===== config.mk =====
export PLATFORM = sky130hd
export DESIGN_NAME = match_controller_flat
export DESIGN_NICKNAME = d
export VERILOG_FILES = /design/src/rtl/tow_pkg.sv /design/src/rtl/match_controller_if.sv /design/src/rtl/match_controller_seg7_digit.sv /design/src/rtl/match_controller.sv /design/src/flat_wrapper.sv
export SDC_FILE = /design/constraint.sdc
export NUM_CORES = 1
export LEC_CHECK = 0
export CAP_MARGIN = 10
export CORE_MARGIN = 2
export CORE_UTILIZATION = 40
export DETAILED_ROUTE_END_ITERATION = 8
export HOLD_SLACK_MARGIN = 0.08
export PLACE_DENSITY = 0.75
export SLEW_MARGIN = 40
export SYNTH_ARGS = -nofsm -noshare
export SYNTH_HDL_FRONTEND = slang
export SYNTH_SLANG_ARGS = --single-unit

===== constraint.sdc =====
create_clock -name clk -period 3.85 [get_ports clk]
set_clock_uncertainty 0.05 [all_clocks]
set_input_delay 0.385 -clock clk [delete_from_list [all_inputs] [get_ports clk]]
set_output_delay 0.385 -clock clk [all_outputs]
set_load 0.005 [all_outputs]

===== src/rtl/tow_pkg.sv =====
// tow_pkg: shared state, winner and 7-segment encodings for the tug-of-war match logic.
package tow_pkg;
  typedef enum logic [2:0] {IDLE, CLEAR, PLAY, HOLD, DONE} state_e;
  localparam logic [1:0] WIN_NONE = 2'b00;
  localparam logic [1:0] WIN_L = 2'b10;
  localparam logic [1:0] WIN_R = 2'b01;
  localparam logic [6:0] SEG_0 = 7'b1000000;
  localparam logic [6:0] SEG_1 = 7'b1111001;
  localparam logic [6:0] SEG_2 = 7'b0100100;
  localparam logic [6:0] SEG_3 = 7'b0110000;
  localparam logic [6:0] SEG_4 = 7'b0011001;
  localparam logic [6:0] SEG_5 = 7'b0010010;
  localparam logic [6:0] SEG_6 = 7'b0000010;
  localparam logic [6:0] SEG_7 = 7'b1111000;
  localparam logic [6:0] SEG_8 = 7'b0000000;
  localparam logic [6:0] SEG_9 = 7'b0010000;
  localparam logic [6:0] SEG_OFF = 7'b1111111;
endpackage


===== src/rtl/match_controller_if.sv =====
// match_controller_if: round inputs, start button and match/score outputs of the match controller.
interface match_controller_if #(parameter int SCORE_W = 3);
  logic start;
  logic L_round;
  logic R_round;
  logic field_reset;
  logic play_en;
  logic [SCORE_W-1:0] L_score;
  logic [SCORE_W-1:0] R_score;
  logic match_done;
  logic [1:0] match_winner;
  logic [6:0] HEX_L;
  logic [6:0] HEX_R;
  modport master (
    output start, L_round, R_round,
    input field_reset, play_en, L_score, R_score, match_done, match_winner, HEX_L, HEX_R
  );
  modport slave (
    input start, L_round, R_round,
    output field_reset, play_en, L_score, R_score, match_done, match_winner, HEX_L, HEX_R
  );
endinterface


===== src/rtl/match_controller_seg7_digit.sv =====
// seg7_digit: active-low g..a decoder for one score digit; values above 9 blank the digit.
module seg7_digit
  import tow_pkg::*;
#(parameter int W = 3) (
  input  logic [W-1:0] val_i,
  output logic [6:0]   seg_o
);
  always_comb begin
    case (32'(val_i))
      0: seg_o = SEG_0;
      1: seg_o = SEG_1;
      2: seg_o = SEG_2;
      3: seg_o = SEG_3;
      4: seg_o = SEG_4;
      5: seg_o = SEG_5;
      6: seg_o = SEG_6;
      7: seg_o = SEG_7;
      8: seg_o = SEG_8;
      9: seg_o = SEG_9;
      default: seg_o = SEG_OFF;
    endcase
  end
endmodule


===== src/rtl/match_controller.sv =====
// match_controller: best-of-N round sequencer with pause, field clearing, winner and HEX score display.
module match_controller
  import tow_pkg::*;
#(
  parameter int WIN_ROUNDS = 3,
  parameter int HOLD_CYCLES = 8,
  parameter int SCORE_W = 3
) (
  input logic clk,
  input logic reset,
  match_controller_if.slave bus
);
  localparam int TW = (HOLD_CYCLES > 1) ? $clog2(HOLD_CYCLES) : 1;
  state_e state_q, state_d;
  logic [SCORE_W-1:0] l_q, l_d, r_q, r_d;
  logic [TW-1:0] timer_q, timer_d;
  logic [1:0] win_q, win_d;
  logic start_q;
  logic start_edge, one_l, one_r;
  logic [SCORE_W-1:0] l_inc, r_inc;
  assign start_edge = bus.start & ~start_q;
  assign one_l = bus.L_round & ~bus.R_round;
  assign one_r = bus.R_round & ~bus.L_round;
  assign l_inc = l_q + 1'b1;
  assign r_inc = r_q + 1'b1;
  // start_q resets high so a button held through reset release is not an edge
  always_ff @(posedge clk or posedge reset) begin
    if (reset) begin
      state_q <= IDLE;
      l_q <= '0;
      r_q <= '0;
      timer_q <= '0;
      win_q <= WIN_NONE;
      start_q <= 1'b1;
    end else begin
      state_q <= state_d;
      l_q <= l_d;
      r_q <= r_d;
      timer_q <= timer_d;
      win_q <= win_d;
      start_q <= bus.start;
    end
  end
  always_comb begin
    state_d = state_q;
    l_d = l_q;
    r_d = r_q;
    timer_d = timer_q;
    win_d = win_q;
    if (start_edge && state_q != CLEAR) begin
      state_d = CLEAR;
      l_d = '0;
      r_d = '0;
      win_d = WIN_NONE;
    end else begin
      case (state_q)
        IDLE: state_d = IDLE;
        CLEAR: state_d = PLAY;
        PLAY: begin
          if (one_l) begin
            l_d = l_inc;
            state_d = (l_inc == SCORE_W'(WIN_ROUNDS)) ? DONE : HOLD;
            win_d = (l_inc == SCORE_W'(WIN_ROUNDS)) ? WIN_L : win_q;
            timer_d = TW'(HOLD_CYCLES - 1);
          end else if (one_r) begin
            r_d = r_inc;
            state_d = (r_inc == SCORE_W'(WIN_ROUNDS)) ? DONE : HOLD;
            win_d = (r_inc == SCORE_W'(WIN_ROUNDS)) ? WIN_R : win_q;
            timer_d = TW'(HOLD_CYCLES - 1);
          end
        end
        HOLD: begin
          timer_d = (timer_q == '0) ? '0 : timer_q - 1'b1;
          state_d = (timer_q == '0) ? CLEAR : HOLD;
        end
        DONE: state_d = DONE;
        default: state_d = IDLE;
      endcase
    end
  end
  always_comb begin
    bus.field_reset = (state_q == IDLE) || (state_q == CLEAR);
    bus.play_en = (state_q == PLAY);
    bus.match_done = (state_q == DONE);
    bus.match_winner = win_q;
    bus.L_score = l_q;
    bus.R_score = r_q;
  end
  seg7_digit #(.W(SCORE_W)) u_hex_l (.val_i(l_q), .seg_o(bus.HEX_L));
  seg7_digit #(.W(SCORE_W)) u_hex_r (.val_i(r_q), .seg_o(bus.HEX_R));
endmodule


===== src/flat_wrapper.sv =====
// flat-port wrapper written by rule: the top's interface ports become plain ports
module match_controller_flat import tow_pkg::*;
#(
  parameter int WIN_ROUNDS = 3,
  parameter int HOLD_CYCLES = 8,
  parameter int SCORE_W = 3
)
  (clk, reset, bus_start, bus_L_round, bus_R_round, bus_field_reset, bus_play_en, bus_L_score, bus_R_score, bus_match_done, bus_match_winner, bus_HEX_L, bus_HEX_R);
  match_controller_if #(.SCORE_W(SCORE_W)) bus_i ();
  input logic clk;
  input logic reset;
  input wire logic [$bits(bus_i.start)-1:0] bus_start;
  input wire logic [$bits(bus_i.L_round)-1:0] bus_L_round;
  input wire logic [$bits(bus_i.R_round)-1:0] bus_R_round;
  output wire logic [$bits(bus_i.field_reset)-1:0] bus_field_reset;
  output wire logic [$bits(bus_i.play_en)-1:0] bus_play_en;
  output wire logic [$bits(bus_i.L_score)-1:0] bus_L_score;
  output wire logic [$bits(bus_i.R_score)-1:0] bus_R_score;
  output wire logic [$bits(bus_i.match_done)-1:0] bus_match_done;
  output wire logic [$bits(bus_i.match_winner)-1:0] bus_match_winner;
  output wire logic [$bits(bus_i.HEX_L)-1:0] bus_HEX_L;
  output wire logic [$bits(bus_i.HEX_R)-1:0] bus_HEX_R;
  assign bus_i.start = bus_start;
  assign bus_i.L_round = bus_L_round;
  assign bus_i.R_round = bus_R_round;
  assign bus_field_reset = bus_i.field_reset;
  assign bus_play_en = bus_i.play_en;
  assign bus_L_score = bus_i.L_score;
  assign bus_R_score = bus_i.R_score;
  assign bus_match_done = bus_i.match_done;
  assign bus_match_winner = bus_i.match_winner;
  assign bus_HEX_L = bus_i.HEX_L;
  assign bus_HEX_R = bus_i.HEX_R;
  match_controller #(.WIN_ROUNDS(WIN_ROUNDS), .HOLD_CYCLES(HOLD_CYCLES), .SCORE_W(SCORE_W)) u_core (.clk(clk), .reset(reset), .bus(bus_i));
endmodule

==> reports/results.md, run 1 <==
| Stage | Quantity | Reported |
| --- | --- | --- |
| status | Status | finished clean |
| timing | Min Tclk post-route | 2.35 ns |
| drt | Top routing layer in use | met4 |
| cts | Clock transition time at the flip-flop clock pins of the worst setup and hold paths | 0.08 ns |
| layout | FF/Latch Area | 377 sq um |
| drt | Met3 wire length | 128 microns |
| timing | TNS Setup | 0 ns |
| cts | Bufs on Longest Clock Path | 2 |
| cts | Count of buffers added by post-CTS timing repair for setup | 0 |
| layout | Final layout net count | 172 |
| layout | Total of fill cells in the finished design | 280 |
| yosys | Share of the yosys chip area belonging to registers | 0.334 |
| layout | Antenna cells | 0 |
| timing | Crit path setup slack, layout | 1.50 ns |
| grt | First-pass GRT wire length | 4020 microns |
| worst setup path | Chain of cells forming the critical path | inv_1, ha_1, o21ai_0, clkdlybuf4s50_1 |
| timing | Relative slew slack | 0.632 |
| cts | Hold Buf Count CTS | 0 |
| floorplan | Initial core utilization | 0.416 |
| worst setup path | Cell count of the worst reg-to-reg path | 6 |
| yosys | Top flip-flop cell by instance count after synthesis | sky130_fd_sc_hd__dfrtp_1 |
| drt | Metal-1 WL | 1030 microns |
| yosys | Synth Cell Area | 1130 sq um |
| grt | All-layer global routing usage | 0.156 |
| run | Number of maximum-capacitance violations | 0 |
| worst setup path | Buffer and inverter count on the worst path | 2 |
| cts | Insertion delay to the later sink of the worst-skew pair | 0.28 ns |
| cts | CTS H-tree depth | 1 |
| grt | Vias in the first global route | 932 |
| yosys | Synthesized Nets | 142 |
| worst setup path | CP top delay family | buffers and inverters |
| layout | Leading cell types in the layout, fill and taps excluded | 29 x sky130_fd_sc_hd__clkdlybuf4s50_1, 14 x sky130_fd_sc_hd__nand2_1, 14 x sky130_fd_sc_hd__ha_1, 14 x sky130_fd_sc_hd__dfrtp_1, 11 x sky130_fd_sc_hd__nor2_1 |
| yosys | Number of enable flip-flop cells after synthesis | 0 |
| cts | Cts bufs inserted | 3 |
| drt | First-pass iteration count of the detailed router | 4 |
| min path | Worst min-delay path category | input pin to asynchronous set/reset pin |
| place | Placer Congestion | 0.822 |
| layout | Share of post-route cells with drive strength above 1 | 0.0921 |
| yosys | Post-synthesis average cell area | 9.16 sq um |
| drt | Routed wl met2 | 1180 microns |
| floorplan | Die ar. | 3260 sq um |
| cts | Clock tree from TritonCTS | yes |
| layout | Commonest non-fill, non-tap cell in the layout | sky130_fd_sc_hd__clkdlybuf4s50_1 |
| timing | Final count of pins violating max slew | 0 |
| yosys | Yosys warning total | 0 |
| timing | Count of endpoints failing setup in the final report | 0 |
| power and ir drop | Power per standard cell area | 550 nW/um^2 |
| worst setup path | Crit Reg-Reg Startpoint | u_core.bus.R_score[0] |
| worst setup path | Req. time, crit path | 3.41 ns |
| floorplan | Number of primary I/O pins | 30 |
| worst setup path | Critical path class | register to primary output |
| power and ir drop | Max VDD drop | 0.301 mV |
| yosys | Yosys reg bits | 15 |
| drt | Starting DRT DRC Count | 17 |
| drt | Antenna viol nets, final | 0 |
| timing | Final count of hold timing violations | 0 |
| worst setup path | Cell type of the slowest stage on the worst timing path | sky130_fd_sc_hd__clkdlybuf4s50_1 |
| cts | Clock sinks | 15 |
| floorplan | Core Area | 2710 sq um |
| grt | Pin count of the biggest net entering global routing | 16 |
| grt | Number of antenna violations at the first check in global routing | 0 |
| floorplan | Height of the chip | 57.1 microns |
| place | Post-Place Setup Slack | 1.67 ns |
| cts | Post-cts resize count | 0 |
| place | Post-DP HPWL | 1910 microns |
| floorplan | Placement row count | 19 |
| timing | Achievable Freq | 0.425 GHz |
| power and ir drop | Reported leakage power | 0.645 nW |
| yosys | Fraction of registers with async set/reset | 1.00 |
| drt | Drt drc | 0 |
| layout | Area growth syn-to-layout | 29.3% |
| cts | Clock tree root buffer cell | sky130_fd_sc_hd__clkbuf_4 |
| timing | Worst hold slack after final layout | 0.388 ns |
| worst setup path | Setup crit start kind | register |
| worst setup path | Max Fanout on Critical Path | 6 |
| yosys | Library cells used by synthesis | 43 |
| drt | Detail-routed net length per standard cell | 13.2 microns |
| yosys | Cells after Synth | 123 |
| drt | Overall via count from detail_route | 954 |
| layout | Footprint of the multi-input gates | 683 sq um |
| timing | Setup repair after global routing missed its margin | no |
| worst setup path | Type of destination of the critical path | primary output |
| drt | Vias per cell | 5.21 |
| timing | Tcrit/Tclk final | 0.611 |
| timing | Worst slew pin tran | 0.552 ns |
| worst setup path | Worst R2R End | u_core.state_q[2] |
| worst setup path | Internal reg-to-reg setup slack | 1.99 ns |
| place | Quantity of I/O buffers inserted on ports | 29 |
| grt | Overflow left after global routing | 0 |
| worst setup path | WP data arrival | 1.92 ns |
| worst setup path | Crit path largest cell delay | 0.53 ns |
| drt | Total wire length after detailed routing | 2410 microns |
| floorplan | Horizontal die dimension | 57.1 microns |
[worst register-to-register path, cell delays in order, from the launching register on]
cell and delay, ns:
sky130_fd_sc_hd__dfrtp_1 0.43, sky130_fd_sc_hd__inv_1 0.20, sky130_fd_sc_hd__ha_1 0.19, sky130_fd_sc_hd__clkinv_1 0.11, sky130_fd_sc_hd__o32ai_4 0.32, sky130_fd_sc_hd__a21oi_2 0.10, sky130_fd_sc_hd__a2111oi_2 0.36
[kinds of logic (layout without fill, tap and decap cells)]
group	Yosys count	in the layout	synth area share
compound gates	26	26	0.171
xor+xnor	6	6	0.0533
fa+ha+maj	14	14	0.156
buf+inv	15	44	0.0589
flops	15	15	0.334
mux	2	2	0.0178
simple gates	45	45	0.209
[worst max path at each step]
stage | start | to | slack (ns) | cells past startpoint
2_1_floorplan | u_core.bus.R_score[0] | u_core.state_q[2] | 2.18 | 6
3_3_place_gp | bus_R_round | u_core.state_q[2] | 1.76 | 6
3_5_place_dp | bus_R_round | u_core.state_q[2] | 1.67 | 6
4_1_cts | u_core.bus.R_score[0] | bus_HEX_R[3] | 1.46 | 4
5_1_grt | u_core.bus.R_score[0] | bus_HEX_R[3] | 1.34 | 4
6_report | u_core.bus.R_score[0] | bus_HEX_R[3] | 1.50 | 4
[final cells by class]
type                       count  share of cell area
timing repair buffer          29               0.199
sequential                    15               0.259
inverter                      11              0.0284
multi-input combinational     93               0.469
clock buffer                   4              0.0180
tap                           31              0.0266
[Yosys cell counts (all sizes together), types with 2 or more instances]
cell type	count	area [sq um]
nor2b	5	31.3
xnor2	4	35.0
inv	10	37.5
nand2b	3	18.8
xor2	2	25.0
a21oi	4	23.8
buf	3	21.3
ha	14	175
and2	2	13.8
nor3	2	10.0
o21ai	9	45.0
nor3b	2	20.0
and2b	2	16.3
mux2i	2	20.0
a31oi	3	18.8
nor2	11	41.3
dfrtp	14	350
nand2	14	52.6
[per-layer routing]
layer,global-route usage,up-vias
met5,0,-
met2,0.268,35
met3,0.0181,7
met1,0.189,443
li1,-,469
met4,0.0897,0
[flip-flops by register name, indices dropped and copies added, names as in the netlist]
name / flops
u_core.bus.L_score: 3
u_core.bus.R_score: 3
u_core.bus.match_winner: 2
u_core.start_q: 1
u_core.state_q: 3
u_core.timer_q: 3
[power breakdown]
part	total [mW]	internal (mW)	switching (mW)
clock network	0.0888	0.0403	0.0485
registers	0.271	0.201	0.0692
logic	0.441	0.244	0.197
total	0.801	0.486	0.315
[stage by stage]
stage	power, mW	instances	cell area [sq um]	util
after global routing	0.862	183	1460	0.537
after CTS	0.811	183	1460	0.537
after detailed placement	0.716	179	1430	0.528
after floorplan	0.500	123	1130	-
final	0.801	183	1460	0.537
after global placement	0.698	179	1430	0.528
(Power assumes the default switching activity.)
==> run 2: changes to the inputs <==
--- a/config.mk
+++ b/config.mk
@@ -10,7 +10,7 @@
 export CORE_UTILIZATION = 40
 export DETAILED_ROUTE_END_ITERATION = 8
 export HOLD_SLACK_MARGIN = 0.08
-export PLACE_DENSITY = 0.75
+export PLACE_DENSITY = 0.78
 export SLEW_MARGIN = 40
 export SYNTH_ARGS = -nofsm -noshare
 export SYNTH_HDL_FRONTEND = slang
==> constraint.sdc (replaced) <==
create_clock -name clk -period 1.9 [get_ports clk]
set_clock_uncertainty 0.05 [all_clocks]
set_input_delay 0.19 -clock clk [delete_from_list [all_inputs] [get_ports clk]]
set_output_delay 0.19 -clock clk [all_outputs]
set_load 0.005 [all_outputs]
==> reports/results.md, run 2 (synthesized netlist as in run 1, its figures left out) <==
| Stage | Quantity | Reported |
| --- | --- | --- |
| power and ir drop | Power per standard cell area | 1110 nW/um^2 |
| worst setup path | Setup crit start kind | register |
| min path | Worst min-delay path category | input pin to asynchronous set/reset pin |
| timing | Worst slew pin tran | 0.562 ns |
| place | Placer Congestion | 0.860 |
| power and ir drop | Reported leakage power | 0.781 nW |
| timing | TNS Setup | 0 ns |
| status | Status | finished clean |
| floorplan | Die ar. | 3260 sq um |
| worst setup path | Type of destination of the critical path | primary output |
| worst setup path | Cell count of the worst reg-to-reg path | 6 |
| place | Cell Area, Placed | 1450 sq um |
| cts | Clock transition time at the flip-flop clock pins of the worst setup and hold paths | 0.09 ns |
| timing | Final count of hold timing violations | 0 |
| place | Quantity of I/O buffers inserted on ports | 29 |
| floorplan | Core Area | 2710 sq um |
| timing | Relative slew slack | 0.625 |
| grt | Overflow left after global routing | 0 |
| cts | Clock tree root buffer cell | sky130_fd_sc_hd__clkbuf_4 |
| place | Post-Place Setup Slack | -0.0402 ns |
| cts | CTS H-tree depth | 1 |
| drt | Starting DRT DRC Count | 29 |
| drt | Overall via count from detail_route | 1032 |
| place | Post-DP HPWL | 1850 microns |
| floorplan | Number of primary I/O pins | 30 |
| grt | Vias in the first global route | 993 |
| place | Total placed cells including tap cells | 182 |
| worst setup path | Buffer and inverter count on the worst path | 1 |
| timing | Min Tclk post-route | 1.84 ns |
| drt | Vias per cell | 5.27 |
| floorplan | Placement row count | 19 |
| grt | First-pass GRT wire length | 4260 microns |
| drt | Antenna viol nets, final | 0 |
| cts | Insertion delay to the later sink of the worst-skew pair | 0.29 ns |
| timing | Count of endpoints failing setup in the final report | 0 |
| layout | Final instance area | 1600 sq um |
| run | Number of maximum-capacitance violations | 0 |
| floorplan | Initial core utilization | 0.416 |
| layout | Share of post-route cells with drive strength above 1 | 0.242 |
| layout | Non-filler instance count after layout | 196 |
| worst setup path | Crit path largest cell delay | 0.50 ns |
| grt | Number of antenna violations at the first check in global routing | 0 |
| worst setup path | Cell type of the slowest stage on the worst timing path | sky130_fd_sc_hd__clkdlybuf4s50_1 |
| worst setup path | WP data arrival | 1.60 ns |
| floorplan | Horizontal die dimension | 57.1 microns |
| worst setup path | Req. time, crit path | 1.66 ns |
| worst setup path | Max Fanout on Critical Path | 9 |
| cts | Bufs on Longest Clock Path | 2 |
| worst setup path | CP top delay family | buffers and inverters |
| layout | Leading cell types in the layout, fill and taps excluded | 15 x sky130_fd_sc_hd__clkdlybuf4s50_1, 14 x sky130_fd_sc_hd__nand2_1, 13 x sky130_fd_sc_hd__buf_4 |
| cts | Clock sinks | 15 |
| worst setup path | Critical path class | register to primary output |
| cts | Cts bufs inserted | 3 |
| power and ir drop | Max VDD drop | 0.769 mV |
| worst setup path | Chain of cells forming the critical path | nor2b_2, nor2b_1, clkdlybuf4s50_1 |
| floorplan | Height of the chip | 57.1 microns |
| drt | Detail-routed net length per standard cell | 13.2 microns |
| layout | Area growth syn-to-layout | 42.3% |
| cts | Clock tree from TritonCTS | yes |
| grt | All-layer global routing usage | 0.168 |
| worst setup path | Internal reg-to-reg setup slack | 0.14 ns |
| layout | Final layout net count | 185 |
| timing | Setup repair after global routing missed its margin | no |
| layout | Commonest non-fill, non-tap cell in the layout | sky130_fd_sc_hd__clkdlybuf4s50_1 |
| drt | Total wire length after detailed routing | 2590 microns |
| worst setup path | Worst setup path startpoint | u_core.state_q[1] |
| drt | Drt drc | 0 |
| grt | Pin count of the biggest net entering global routing | 16 |
| timing | Tcrit/Tclk final | 0.966 |
| drt | First-pass iteration count of the detailed router | 4 |
| worst setup path | Crit Reg-Reg Startpoint | u_core.bus.R_score[0] |
| layout | Antenna cells | 0 |
| timing | Crit path setup slack, layout | 0.0641 ns |
| worst setup path | Worst R2R End | u_core.state_q[2] |
| timing | Final count of pins violating max slew | 0 |
| timing | Achievable Freq | 0.545 GHz |
run 2: cell types whose count changed in the layout (fill, tap and decap cells not counted), sizes merged:
cell | previous run | this run
dlygate4sd2 | 0 | 11
clkbuf | 4 | 3
clkinv | 1 | 2
buf | 0 | 13
clkdlybuf4s15 | 0 | 1
clkdlybuf4s50 | 29 | 15
dlymetal6s2s | 0 | 2
run 2: how the worst max path moves through the flow:
| stage | to | slack (ns) | cells after the start |
|---|---|---|---|
| after floorplan | u_core.state_q[2] | 0.23 | 6 |
| after global placement | u_core.state_q[2] | 0.01 | 6 |
| after detailed placement | u_core.state_q[2] | -0.04 | 6 |
| after CTS | bus_match_done | 0.002 | 3 |
| after global routing | u_core.state_q[2] | 0.0004 | 6 |
| final | bus_match_done | 0.06 | 3 |
run 2: report_power, final:
group          total [mW]  switching [mW]  leakage, nW  internal (mW)
clock network       0.187           0.109       0.0177         0.0785
registers           0.524           0.111        0.185          0.413
logic                1.07           0.492        0.578          0.579
total                1.78           0.712        0.781           1.07
run 2: area by class of cell:
class | instances | area, sq um
Clock buffer | 3 | 22.5
Tap cell | 31 | 38.8
Sequential cell | 15 | 382
Clock inverter | 1 | 5.00
Timing Repair Buffer | 42 | 379
Fill cell | 240 | 1110
Multi-Input combinational cell | 93 | 729
Inverter | 11 | 46.3
run 2: metal layers:
layer  track usage  vias up  wire [microns]
li1              -      497               -
met1         0.205      497            1110
met2         0.278       29            1260
met3        0.0295        9             146
met4         0.103        0              68
met5             0        -               0
run 2: timing repair:
action,CTS,global route
gates resized for setup,25,6
pin swaps,0,4
endpoints found under the setup margin,16,5
setup buffers,7,3
hold buffers,0,0
run 2: metrics by stage:
step	hold WS (ns)	utilization	power, mW
floorplan	0.0408	-	1.01
global placement	0.481	0.536	1.44
detailed placement	0.498	0.536	1.48
CTS	0.200	0.576	1.76
global route	0.243	0.591	1.93
finish	0.184	0.591	1.78
